==> src/rtl/vscale_htif_pcr_bridge_pkg.sv <==
// Shared widths, command layout and FSM encoding for the HTIF PCR bridge.
package vscale_htif_pcr_bridge_pkg;

  localparam int unsigned CSR_ADDR_WIDTH              = 12;
  localparam int unsigned HTIF_PCR_WIDTH              = 64;
  localparam int unsigned HTIF_CMD_WIDTH              = 1 + CSR_ADDR_WIDTH + HTIF_PCR_WIDTH;
  localparam int unsigned HTIF_TIMEOUT_CYCLES_DEFAULT = 1024;

  typedef enum logic [1:0] {
    ST_IDLE = 2'd0,
    ST_REQ  = 2'd1,
    ST_WAIT = 2'd2,
    ST_RESP = 2'd3
  } bridge_state_t;

  typedef struct packed {
    logic                      rw;
    logic [CSR_ADDR_WIDTH-1:0] addr;
    logic [HTIF_PCR_WIDTH-1:0] data;
  } htif_cmd_t;

  function automatic logic [7:0] sat_inc8(input logic [7:0] v);
    return (v == 8'hFF) ? v : v + 8'd1;
  endfunction

endpackage

==> src/rtl/vscale_htif_pcr_bridge_if.sv <==
// Host command/response and PCR request/response channels of the bridge.
interface vscale_htif_pcr_bridge_if;
  import vscale_htif_pcr_bridge_pkg::*;

  logic                      host_cmd_valid;
  logic                      host_cmd_ready;
  logic                      host_cmd_rw;
  logic [CSR_ADDR_WIDTH-1:0] host_cmd_addr;
  logic [HTIF_PCR_WIDTH-1:0] host_cmd_data;
  logic                      host_resp_valid;
  logic                      host_resp_ready;
  logic [HTIF_PCR_WIDTH-1:0] host_resp_data;
  logic                      host_resp_timeout;
  logic                      pcr_req_valid;
  logic                      pcr_req_ready;
  logic                      pcr_req_rw;
  logic [CSR_ADDR_WIDTH-1:0] pcr_req_addr;
  logic [HTIF_PCR_WIDTH-1:0] pcr_req_data;
  logic                      pcr_resp_valid;
  logic                      pcr_resp_ready;
  logic [HTIF_PCR_WIDTH-1:0] pcr_resp_data;

  modport slave (
    input  host_cmd_valid, host_cmd_rw, host_cmd_addr, host_cmd_data, host_resp_ready,
    input  pcr_req_ready, pcr_resp_valid, pcr_resp_data,
    output host_cmd_ready, host_resp_valid, host_resp_data, host_resp_timeout,
    output pcr_req_valid, pcr_req_rw, pcr_req_addr, pcr_req_data, pcr_resp_ready
  );

  modport master (
    output host_cmd_valid, host_cmd_rw, host_cmd_addr, host_cmd_data, host_resp_ready,
    output pcr_req_ready, pcr_resp_valid, pcr_resp_data,
    input  host_cmd_ready, host_resp_valid, host_resp_data, host_resp_timeout,
    input  pcr_req_valid, pcr_req_rw, pcr_req_addr, pcr_req_data, pcr_resp_ready
  );

endinterface

==> src/rtl/vscale_htif_cmd_fifo.sv <==
// Synchronous power-of-two FIFO with async active-low reset and full/empty/count.
module vscale_htif_cmd_fifo #(
  parameter int unsigned DEPTH = 4,
  parameter int unsigned WIDTH = 8
) (
  input  logic                     clk,
  input  logic                     reset_n,
  input  logic                     push,
  input  logic [WIDTH-1:0]         push_data,
  input  logic                     pop,
  output logic [WIDTH-1:0]         head,
  output logic                     full,
  output logic                     empty,
  output logic [$clog2(DEPTH):0]   count
);
  localparam int unsigned PTR_W = $clog2(DEPTH);
  localparam int unsigned CNT_W = PTR_W + 1;

  logic [WIDTH-1:0] mem [DEPTH];
  logic [PTR_W-1:0] wr_ptr;
  logic [PTR_W-1:0] rd_ptr;
  logic             do_push;
  logic             do_pop;

  assign full    = (count == CNT_W'(DEPTH));
  assign empty   = (count == '0);
  assign do_push = push && !full;
  assign do_pop  = pop && !empty;
  assign head    = mem[rd_ptr];

  always_ff @(posedge clk) begin
    if (do_push) mem[wr_ptr] <= push_data;
  end

  always_ff @(posedge clk or negedge reset_n) begin
    if (!reset_n) begin
      wr_ptr <= '0;
      rd_ptr <= '0;
      count  <= '0;
    end else begin
      if (do_push) wr_ptr <= wr_ptr + PTR_W'(1);
      if (do_pop)  rd_ptr <= rd_ptr + PTR_W'(1);
      case ({do_push, do_pop})
        2'b10:   count <= count + CNT_W'(1);
        2'b01:   count <= count - CNT_W'(1);
        default: count <= count;
      endcase
    end
  end

endmodule

==> src/rtl/vscale_htif_pcr_bridge.sv <==
// Host-side HTIF PCR front end: queues CSR commands, issues one at a time, returns responses with a watchdog.
module vscale_htif_pcr_bridge
  import vscale_htif_pcr_bridge_pkg::*;
#(
  parameter int unsigned CMD_DEPTH      = 4,
  parameter int unsigned TIMEOUT_CYCLES = HTIF_TIMEOUT_CYCLES_DEFAULT
) (
  input  logic                     clk,
  input  logic                     reset_n,
  vscale_htif_pcr_bridge_if.slave  bus,
  output logic                     busy,
  output logic [7:0]               stale_drops
);
  localparam int unsigned CNT_W    = $clog2(CMD_DEPTH) + 1;
  localparam bit          WD_EN    = (TIMEOUT_CYCLES != 0);
  localparam logic [31:0] WD_LIMIT = 32'(TIMEOUT_CYCLES) - 32'd1;

  bridge_state_t             state;
  htif_cmd_t                 push_cmd;
  htif_cmd_t                 head;
  logic                      full;
  logic                      empty;
  logic [CNT_W-1:0]          count;
  logic [31:0]               watchdog;
  logic                      req_valid_q;
  logic                      resp_valid_q;
  logic                      resp_timeout_q;
  logic [HTIF_PCR_WIDTH-1:0] resp_data_q;

  assign push_cmd = {bus.host_cmd_rw, bus.host_cmd_addr, bus.host_cmd_data};

  vscale_htif_cmd_fifo #(
    .DEPTH (CMD_DEPTH),
    .WIDTH (HTIF_CMD_WIDTH)
  ) cmd_fifo (
    .clk       (clk),
    .reset_n   (reset_n),
    .push      (bus.host_cmd_valid),
    .push_data (push_cmd),
    .pop       (req_valid_q && bus.pcr_req_ready),
    .head      (head),
    .full      (full),
    .empty     (empty),
    .count     (count)
  );

  assign bus.host_cmd_ready    = !full;
  assign bus.pcr_req_valid     = req_valid_q;
  assign bus.pcr_req_rw        = head.rw;
  assign bus.pcr_req_addr      = head.addr;
  assign bus.pcr_req_data      = head.data;
  assign bus.pcr_resp_ready    = 1'b1;
  assign bus.host_resp_valid   = resp_valid_q;
  assign bus.host_resp_data    = resp_data_q;
  assign bus.host_resp_timeout = resp_timeout_q;
  assign busy                  = (count != '0) || (state != ST_IDLE);

  always_ff @(posedge clk or negedge reset_n) begin
    if (!reset_n) begin
      state          <= ST_IDLE;
      watchdog       <= '0;
      req_valid_q    <= 1'b0;
      resp_valid_q   <= 1'b0;
      resp_timeout_q <= 1'b0;
      resp_data_q    <= '0;
      stale_drops    <= '0;
    end else begin
      // Responses can only be matched to a request while waiting; anything else is a late leftover.
      if (bus.pcr_resp_valid && (state != ST_WAIT)) stale_drops <= sat_inc8(stale_drops);

      case (state)
        ST_IDLE: begin
          if (!empty) begin
            req_valid_q <= 1'b1;
            state       <= ST_REQ;
          end
        end
        ST_REQ: begin
          if (bus.pcr_req_ready) begin
            req_valid_q <= 1'b0;
            watchdog    <= '0;
            state       <= ST_WAIT;
          end
        end
        ST_WAIT: begin
          watchdog <= watchdog + 32'd1;
          if (bus.pcr_resp_valid) begin
            resp_data_q    <= bus.pcr_resp_data;
            resp_timeout_q <= 1'b0;
            resp_valid_q   <= 1'b1;
            state          <= ST_RESP;
          end else if (WD_EN && (watchdog == WD_LIMIT)) begin
            resp_data_q    <= '0;
            resp_timeout_q <= 1'b1;
            resp_valid_q   <= 1'b1;
            state          <= ST_RESP;
          end
        end
        ST_RESP: begin
          if (bus.host_resp_ready) begin
            resp_valid_q <= 1'b0;
            state        <= ST_IDLE;
          end
        end
        default: state <= ST_IDLE;
      endcase
    end
  end

endmodule

==> src/flat_wrapper.sv <==
// flat-port wrapper written by rule: the top's interface ports become plain ports
module vscale_htif_pcr_bridge_flat import vscale_htif_pcr_bridge_pkg::*;
#(
  parameter int unsigned CMD_DEPTH      = 4,
  parameter int unsigned TIMEOUT_CYCLES = HTIF_TIMEOUT_CYCLES_DEFAULT
)
  (clk, reset_n, busy, stale_drops, bus_host_cmd_valid, bus_host_cmd_rw, bus_host_cmd_addr, bus_host_cmd_data, bus_host_resp_ready, bus_pcr_req_ready, bus_pcr_resp_valid, bus_pcr_resp_data, bus_host_cmd_ready, bus_host_resp_valid, bus_host_resp_data, bus_host_resp_timeout, bus_pcr_req_valid, bus_pcr_req_rw, bus_pcr_req_addr, bus_pcr_req_data, bus_pcr_resp_ready);
  vscale_htif_pcr_bridge_if bus_i ();
  input  logic clk;
  input  logic reset_n;
  output logic busy;
  output logic [7:0] stale_drops;
  input wire logic [$bits(bus_i.host_cmd_valid)-1:0] bus_host_cmd_valid;
  input wire logic [$bits(bus_i.host_cmd_rw)-1:0] bus_host_cmd_rw;
  input wire logic [$bits(bus_i.host_cmd_addr)-1:0] bus_host_cmd_addr;
  input wire logic [$bits(bus_i.host_cmd_data)-1:0] bus_host_cmd_data;
  input wire logic [$bits(bus_i.host_resp_ready)-1:0] bus_host_resp_ready;
  input wire logic [$bits(bus_i.pcr_req_ready)-1:0] bus_pcr_req_ready;
  input wire logic [$bits(bus_i.pcr_resp_valid)-1:0] bus_pcr_resp_valid;
  input wire logic [$bits(bus_i.pcr_resp_data)-1:0] bus_pcr_resp_data;
  output wire logic [$bits(bus_i.host_cmd_ready)-1:0] bus_host_cmd_ready;
  output wire logic [$bits(bus_i.host_resp_valid)-1:0] bus_host_resp_valid;
  output wire logic [$bits(bus_i.host_resp_data)-1:0] bus_host_resp_data;
  output wire logic [$bits(bus_i.host_resp_timeout)-1:0] bus_host_resp_timeout;
  output wire logic [$bits(bus_i.pcr_req_valid)-1:0] bus_pcr_req_valid;
  output wire logic [$bits(bus_i.pcr_req_rw)-1:0] bus_pcr_req_rw;
  output wire logic [$bits(bus_i.pcr_req_addr)-1:0] bus_pcr_req_addr;
  output wire logic [$bits(bus_i.pcr_req_data)-1:0] bus_pcr_req_data;
  output wire logic [$bits(bus_i.pcr_resp_ready)-1:0] bus_pcr_resp_ready;
  assign bus_i.host_cmd_valid = bus_host_cmd_valid;
  assign bus_i.host_cmd_rw = bus_host_cmd_rw;
  assign bus_i.host_cmd_addr = bus_host_cmd_addr;
  assign bus_i.host_cmd_data = bus_host_cmd_data;
  assign bus_i.host_resp_ready = bus_host_resp_ready;
  assign bus_i.pcr_req_ready = bus_pcr_req_ready;
  assign bus_i.pcr_resp_valid = bus_pcr_resp_valid;
  assign bus_i.pcr_resp_data = bus_pcr_resp_data;
  assign bus_host_cmd_ready = bus_i.host_cmd_ready;
  assign bus_host_resp_valid = bus_i.host_resp_valid;
  assign bus_host_resp_data = bus_i.host_resp_data;
  assign bus_host_resp_timeout = bus_i.host_resp_timeout;
  assign bus_pcr_req_valid = bus_i.pcr_req_valid;
  assign bus_pcr_req_rw = bus_i.pcr_req_rw;
  assign bus_pcr_req_addr = bus_i.pcr_req_addr;
  assign bus_pcr_req_data = bus_i.pcr_req_data;
  assign bus_pcr_resp_ready = bus_i.pcr_resp_ready;
  vscale_htif_pcr_bridge #(.CMD_DEPTH(CMD_DEPTH), .TIMEOUT_CYCLES(TIMEOUT_CYCLES)) u_core (.clk(clk), .reset_n(reset_n), .bus(bus_i), .busy(busy), .stale_drops(stale_drops));
endmodule
==> config.mk <==
export PLATFORM = sky130hd
export DESIGN_NAME = vscale_htif_pcr_bridge_flat
export DESIGN_NICKNAME = d
export VERILOG_FILES = /design/src/rtl/vscale_htif_pcr_bridge_pkg.sv /design/src/rtl/vscale_htif_pcr_bridge_if.sv /design/src/rtl/vscale_htif_cmd_fifo.sv /design/src/rtl/vscale_htif_pcr_bridge.sv /design/src/flat_wrapper.sv
export SDC_FILE = /design/constraint.sdc
export NUM_CORES = 1
export LEC_CHECK = 0
export ABC_AREA = 1
export CAP_MARGIN = 20
export CORE_MARGIN = 5
export CORE_UTILIZATION = 35
export CTS_CLUSTER_DIAMETER = 50
export DETAILED_ROUTE_END_ITERATION = 10
export MAX_ROUTING_LAYER = met4
export SKIP_CTS_REPAIR_TIMING = 1
export SLEW_MARGIN = 20
export SYNTH_ARGS = -nofsm -noshare
export SYNTH_HDL_FRONTEND = slang
export SYNTH_HIERARCHICAL = 1
export SYNTH_SLANG_ARGS = --single-unit
==> constraint.sdc <==
create_clock -name clk -period 4.9 [get_ports clk]
set_clock_uncertainty 0.05 [all_clocks]
set_input_delay 0.98 -clock clk [delete_from_list [all_inputs] [get_ports clk]]
set_output_delay 0.98 -clock clk [all_outputs]
set_load 0.02 [all_outputs]
==> flow_metrics.tcl <==
set metrics [dict create \
    drt.antenna.violating_nets 0 \
    grt-ovfl-total 0 \
    maxcap_violations 0 \
    num-nets-final 2115 \
    number_of_i_o_port_buffers 300 \
    yosys_most_used_dff "sky130_fd_sc_hd__edfxtp_1" \
    peakVddDrop_mv 0.318 \
    synth_edf_count 308 \
    synth_nets 1817 \
    dieArea_mm2 0.0571 \
    cts_tree "done" \
    cts_buffers 54 \
    floorplan.die.height_um 239 \
    first_pass_iters 5 \
    area_growth_pct 30.2 \
    max_clock_freq_mhz 235 \
    cts-htree-levels 2 \
    r2r_start "u_core/state[0]" \
    worstReg2RegEnd "u_core/watchdog[7]" \
    crit_chain "inv_4, buf_12, o211ai_2, nand2_1, clkdlybuf4s50_1" \
    grt_max_degree 109 \
    powerDensity_mw_per_mm2 632 \
    synth-warning-count 6 \
    worst_setup_hold_path_clk_slew_ps 60 \
    synth_top_area_cell "sky130_fd_sc_hd__edfxtp_1" \
    delay_of_the_slowest_critical_path_stage_ps 730 \
    detail_route.wl_per_cell_um 16.9 \
    finalWorstPathRequiredPeriod_ps 4260 \
    post-route-drc-count 0 \
    power.leakage_nw 9.88 \
    x_dimension_of_the_die_um 239 \
    ys_types 34 \
    hold_violations 0 \
    floorplan.io_pins 302 \
    worst-r2r-setup-slack_ps 2360 \
    initialDrtViolationCount 791 \
    initial_utilization_pct 35.1 \
    timing.critical_path.arrival_ps 3230 \
    synth-seq-area-share_pct 66.2 \
    vias 12700 \
    post_synth_main_area_contributors "sky130_fd_sc_hd__edfxtp_1, sky130_fd_sc_hd__dfrtp_1, sky130_fd_sc_hd__nand2_1, sky130_fd_sc_hd__o211ai_2, sky130_fd_sc_hd__inv_1" \
    synthesis.area_mm2 0.0184 \
    final_cell_area_mm2 0.0239 \
    timing.hold.worst.class "in2async" \
    ff2ff_path_depth 8 \
    yosys_register_bits 424 \
    drt-total-wl_um 45600 \
    rsz0062_at_grt "no" \
    p_total_w 0.0151 \
    crit_path_class "reg2out" \
    floorplan.rows 84 \
    cp-end-kind "output port" \
    detailed_place_hpwl_um 30000 \
    drive_gt1_share_pct 10.5 \
    critical_path.startpoint_type "register" \
    post_drt_via_cell_ratio 4.70 \
    netlist.area_leader.share_pct 50.4 \
    critical_path.max_fanout 48 \
    post_dp_cell_area_mm2 0.0220 \
    first_global_vias 12300 \
    cts_buffer_depth 3 \
    place_congestion 0.806 \
    clk_latency_ps 600 \
    clk_root_buffer_cell "sky130_fd_sc_hd__clkbuf_16" \
    final_setup_violations 0 \
    avgSynthCellArea_um2 11.1 \
    worst_ep_required_time_ps 3870 \
    initial_antenna_violation_count 1 \
    clock-sinks 424 \
    grtUsageTotal_pct 15.7 \
    post-route-period-util_pct 86.9 \
    core_mm2 0.0522 \
    postSynthCellCount 1658 \
    async_reset_ff_share_pct 27.4 \
    grt_pass1_wl_um 69700 \
    run_status "finished clean" \
    critical-path-slowest-cell "sky130_fd_sc_hd__dfrtp_4" \
    tightestPinTransition_ps 850 \
    slew_headroom_pct 43.3 \
    slew_violations 0 \
]
where the power goes:
part	switching (W)	total (W)	internal [W]
registers	0.000401	0.00514	0.00474
logic	0.00359	0.00588	0.00228
clock network	0.00164	0.00409	0.00244
total	0.00564	0.0151	0.00947
placed cells by master, fill, tap and decap left out, types with 2 or more instances in the layout:
| cell type | count |
|---|---|
| sky130_fd_sc_hd__xnor2_1 | 4 |
| sky130_fd_sc_hd__o211ai_2 | 79 |
| sky130_fd_sc_hd__clkdlybuf4s50_1 | 298 |
| sky130_fd_sc_hd__buf_12 | 5 |
| sky130_fd_sc_hd__bufinv_16 | 6 |
| sky130_fd_sc_hd__dfrtp_1 | 115 |
| sky130_fd_sc_hd__xor2_1 | 5 |
| sky130_fd_sc_hd__inv_6 | 2 |
| sky130_fd_sc_hd__buf_4 | 16 |
| sky130_fd_sc_hd__nor2_2 | 3 |
| sky130_fd_sc_hd__clkinv_4 | 3 |
| sky130_fd_sc_hd__o21a_1 | 2 |
| sky130_fd_sc_hd__clkinv_2 | 10 |
| sky130_fd_sc_hd__inv_8 | 7 |
| sky130_fd_sc_hd__inv_1 | 225 |
| sky130_fd_sc_hd__o21ai_0 | 21 |
| sky130_fd_sc_hd__nand2_1 | 504 |
| sky130_fd_sc_hd__a21oi_1 | 18 |
| sky130_fd_sc_hd__clkbuf_8 | 3 |
| sky130_fd_sc_hd__nor2_1 | 69 |
| sky130_fd_sc_hd__edfxtp_1 | 308 |
| sky130_fd_sc_hd__clkinv_1 | 7 |
| sky130_fd_sc_hd__nand4_1 | 10 |
| sky130_fd_sc_hd__nor2_4 | 5 |
| sky130_fd_sc_hd__ha_1 | 10 |
| sky130_fd_sc_hd__inv_2 | 2 |
| sky130_fd_sc_hd__inv_16 | 2 |
| sky130_fd_sc_hd__clkbuf_1 | 5 |
| sky130_fd_sc_hd__clkbuf_16 | 54 |
| sky130_fd_sc_hd__clkinv_8 | 4 |
| sky130_fd_sc_hd__nor3_1 | 10 |
| sky130_fd_sc_hd__o211ai_1 | 75 |
| sky130_fd_sc_hd__nand3_1 | 100 |
per-layer routing:
metal  GRT usage, %  vias up  part of all wire (%)
met1           20.9     6138                    44
met5              -        -                     0
met3           3.05       79                   4.8
met2           25.0      270                    49
met4           4.32        0                   2.2
li1               -     6163                     -
worst max-delay path: cells and delay by family (launching register included):
family | cells | cell delay (ps)
AOI/OAI and AO/OA | 1 | 140
buffers and inverters | 3 | 1560
DFF | 1 | 730
and+or+nand+nor | 1 | 110
sequential cells by signal (all words and copies together) (netlist names):
| signal | count |
|---|---|
| u_core/cmd_fifo/rd_ptr | 2 |
| u_core/cmd_fifo/wr_ptr | 2 |
| u_core/watchdog | 32 |
| u_core/cmd_fifo/count | 3 |
| u_core/bus.host_resp_data | 64 |
| u_core/bus.host_resp_valid | 1 |
| u_core/state | 2 |
| u_core/stale_drops | 8 |
| u_core/cmd_fifo/mem | 308 |
| u_core/bus.pcr_req_valid | 1 |
| u_core/bus.host_resp_timeout | 1 |
cells in the mapped netlist (2+ instances only):
cell	instances
sky130_fd_sc_hd__xor2_1	5
sky130_fd_sc_hd__xnor2_1	4
sky130_fd_sc_hd__o211ai_2	79
sky130_fd_sc_hd__inv_2	4
sky130_fd_sc_hd__buf_4	5
sky130_fd_sc_hd__nor3_1	10
sky130_fd_sc_hd__a21oi_1	18
sky130_fd_sc_hd__clkbuf_1	35
sky130_fd_sc_hd__buf_2	16
sky130_fd_sc_hd__o21ai_0	21
sky130_fd_sc_hd__o21a_1	2
sky130_fd_sc_hd__ha_1	11
sky130_fd_sc_hd__nand3_1	100
sky130_fd_sc_hd__inv_1	225
sky130_fd_sc_hd__o211ai_1	75
sky130_fd_sc_hd__buf_1	4
sky130_fd_sc_hd__buf_6	18
sky130_fd_sc_hd__dfrtp_1	116
sky130_fd_sc_hd__edfxtp_1	308
sky130_fd_sc_hd__nand4_1	10
sky130_fd_sc_hd__nor2_1	73
sky130_fd_sc_hd__nor2_2	3
sky130_fd_sc_hd__nand2_1	505
layout make-up:
class,instances,area [um^2]
antenna,1,2.50
clock buffer,62,1410
clock inverter,40,477
fill,4839,28300
inverter,230,873
multi-input combinational,926,4910
sequential,424,12200
tap,688,861
timing repair buffer,320,3210
worst max-delay path by stage:
stage                               from                         to  cells past startpoint
4_1_cts        u_core/cmd_fifo/rd_ptr[1]       bus_pcr_req_data[47]                      5
3_5_place_dp   u_core/cmd_fifo/rd_ptr[1]       bus_pcr_req_data[47]                      5
2_1_floorplan         bus_host_cmd_valid  u_core/cmd_fifo/mem[0][0]                      2
5_1_grt        u_core/cmd_fifo/rd_ptr[1]       bus_pcr_req_data[46]                      5
6_report       u_core/cmd_fifo/rd_ptr[1]       bus_pcr_req_data[63]                      5
3_3_place_gp   u_core/cmd_fifo/rd_ptr[1]       bus_pcr_req_data[47]                      5
kinds of logic after synthesis:
family | share of synthesized area [%]
compound gates | 9.69
xor+xnor | 0.429
fa+ha+maj | 0.859
buf+inv | 7.25
flops | 66.2
other cells | 0.0204
simple gates | 15.6
stage by stage:
stage	hold WS (ps)	TNS (ps)	instances	setup slack (ps)	utilization, %
detailed placement	407	0	2588	1250	42.1
global placement	403	0	2588	1280	42.1
global route	402	0	2691	490	45.8
finish	369	0	2691	644	45.8
floorplan	422	-1830	1658	-5.95	-
CTS	358	0	2690	574	45.8
(Power assumes the default switching activity.)
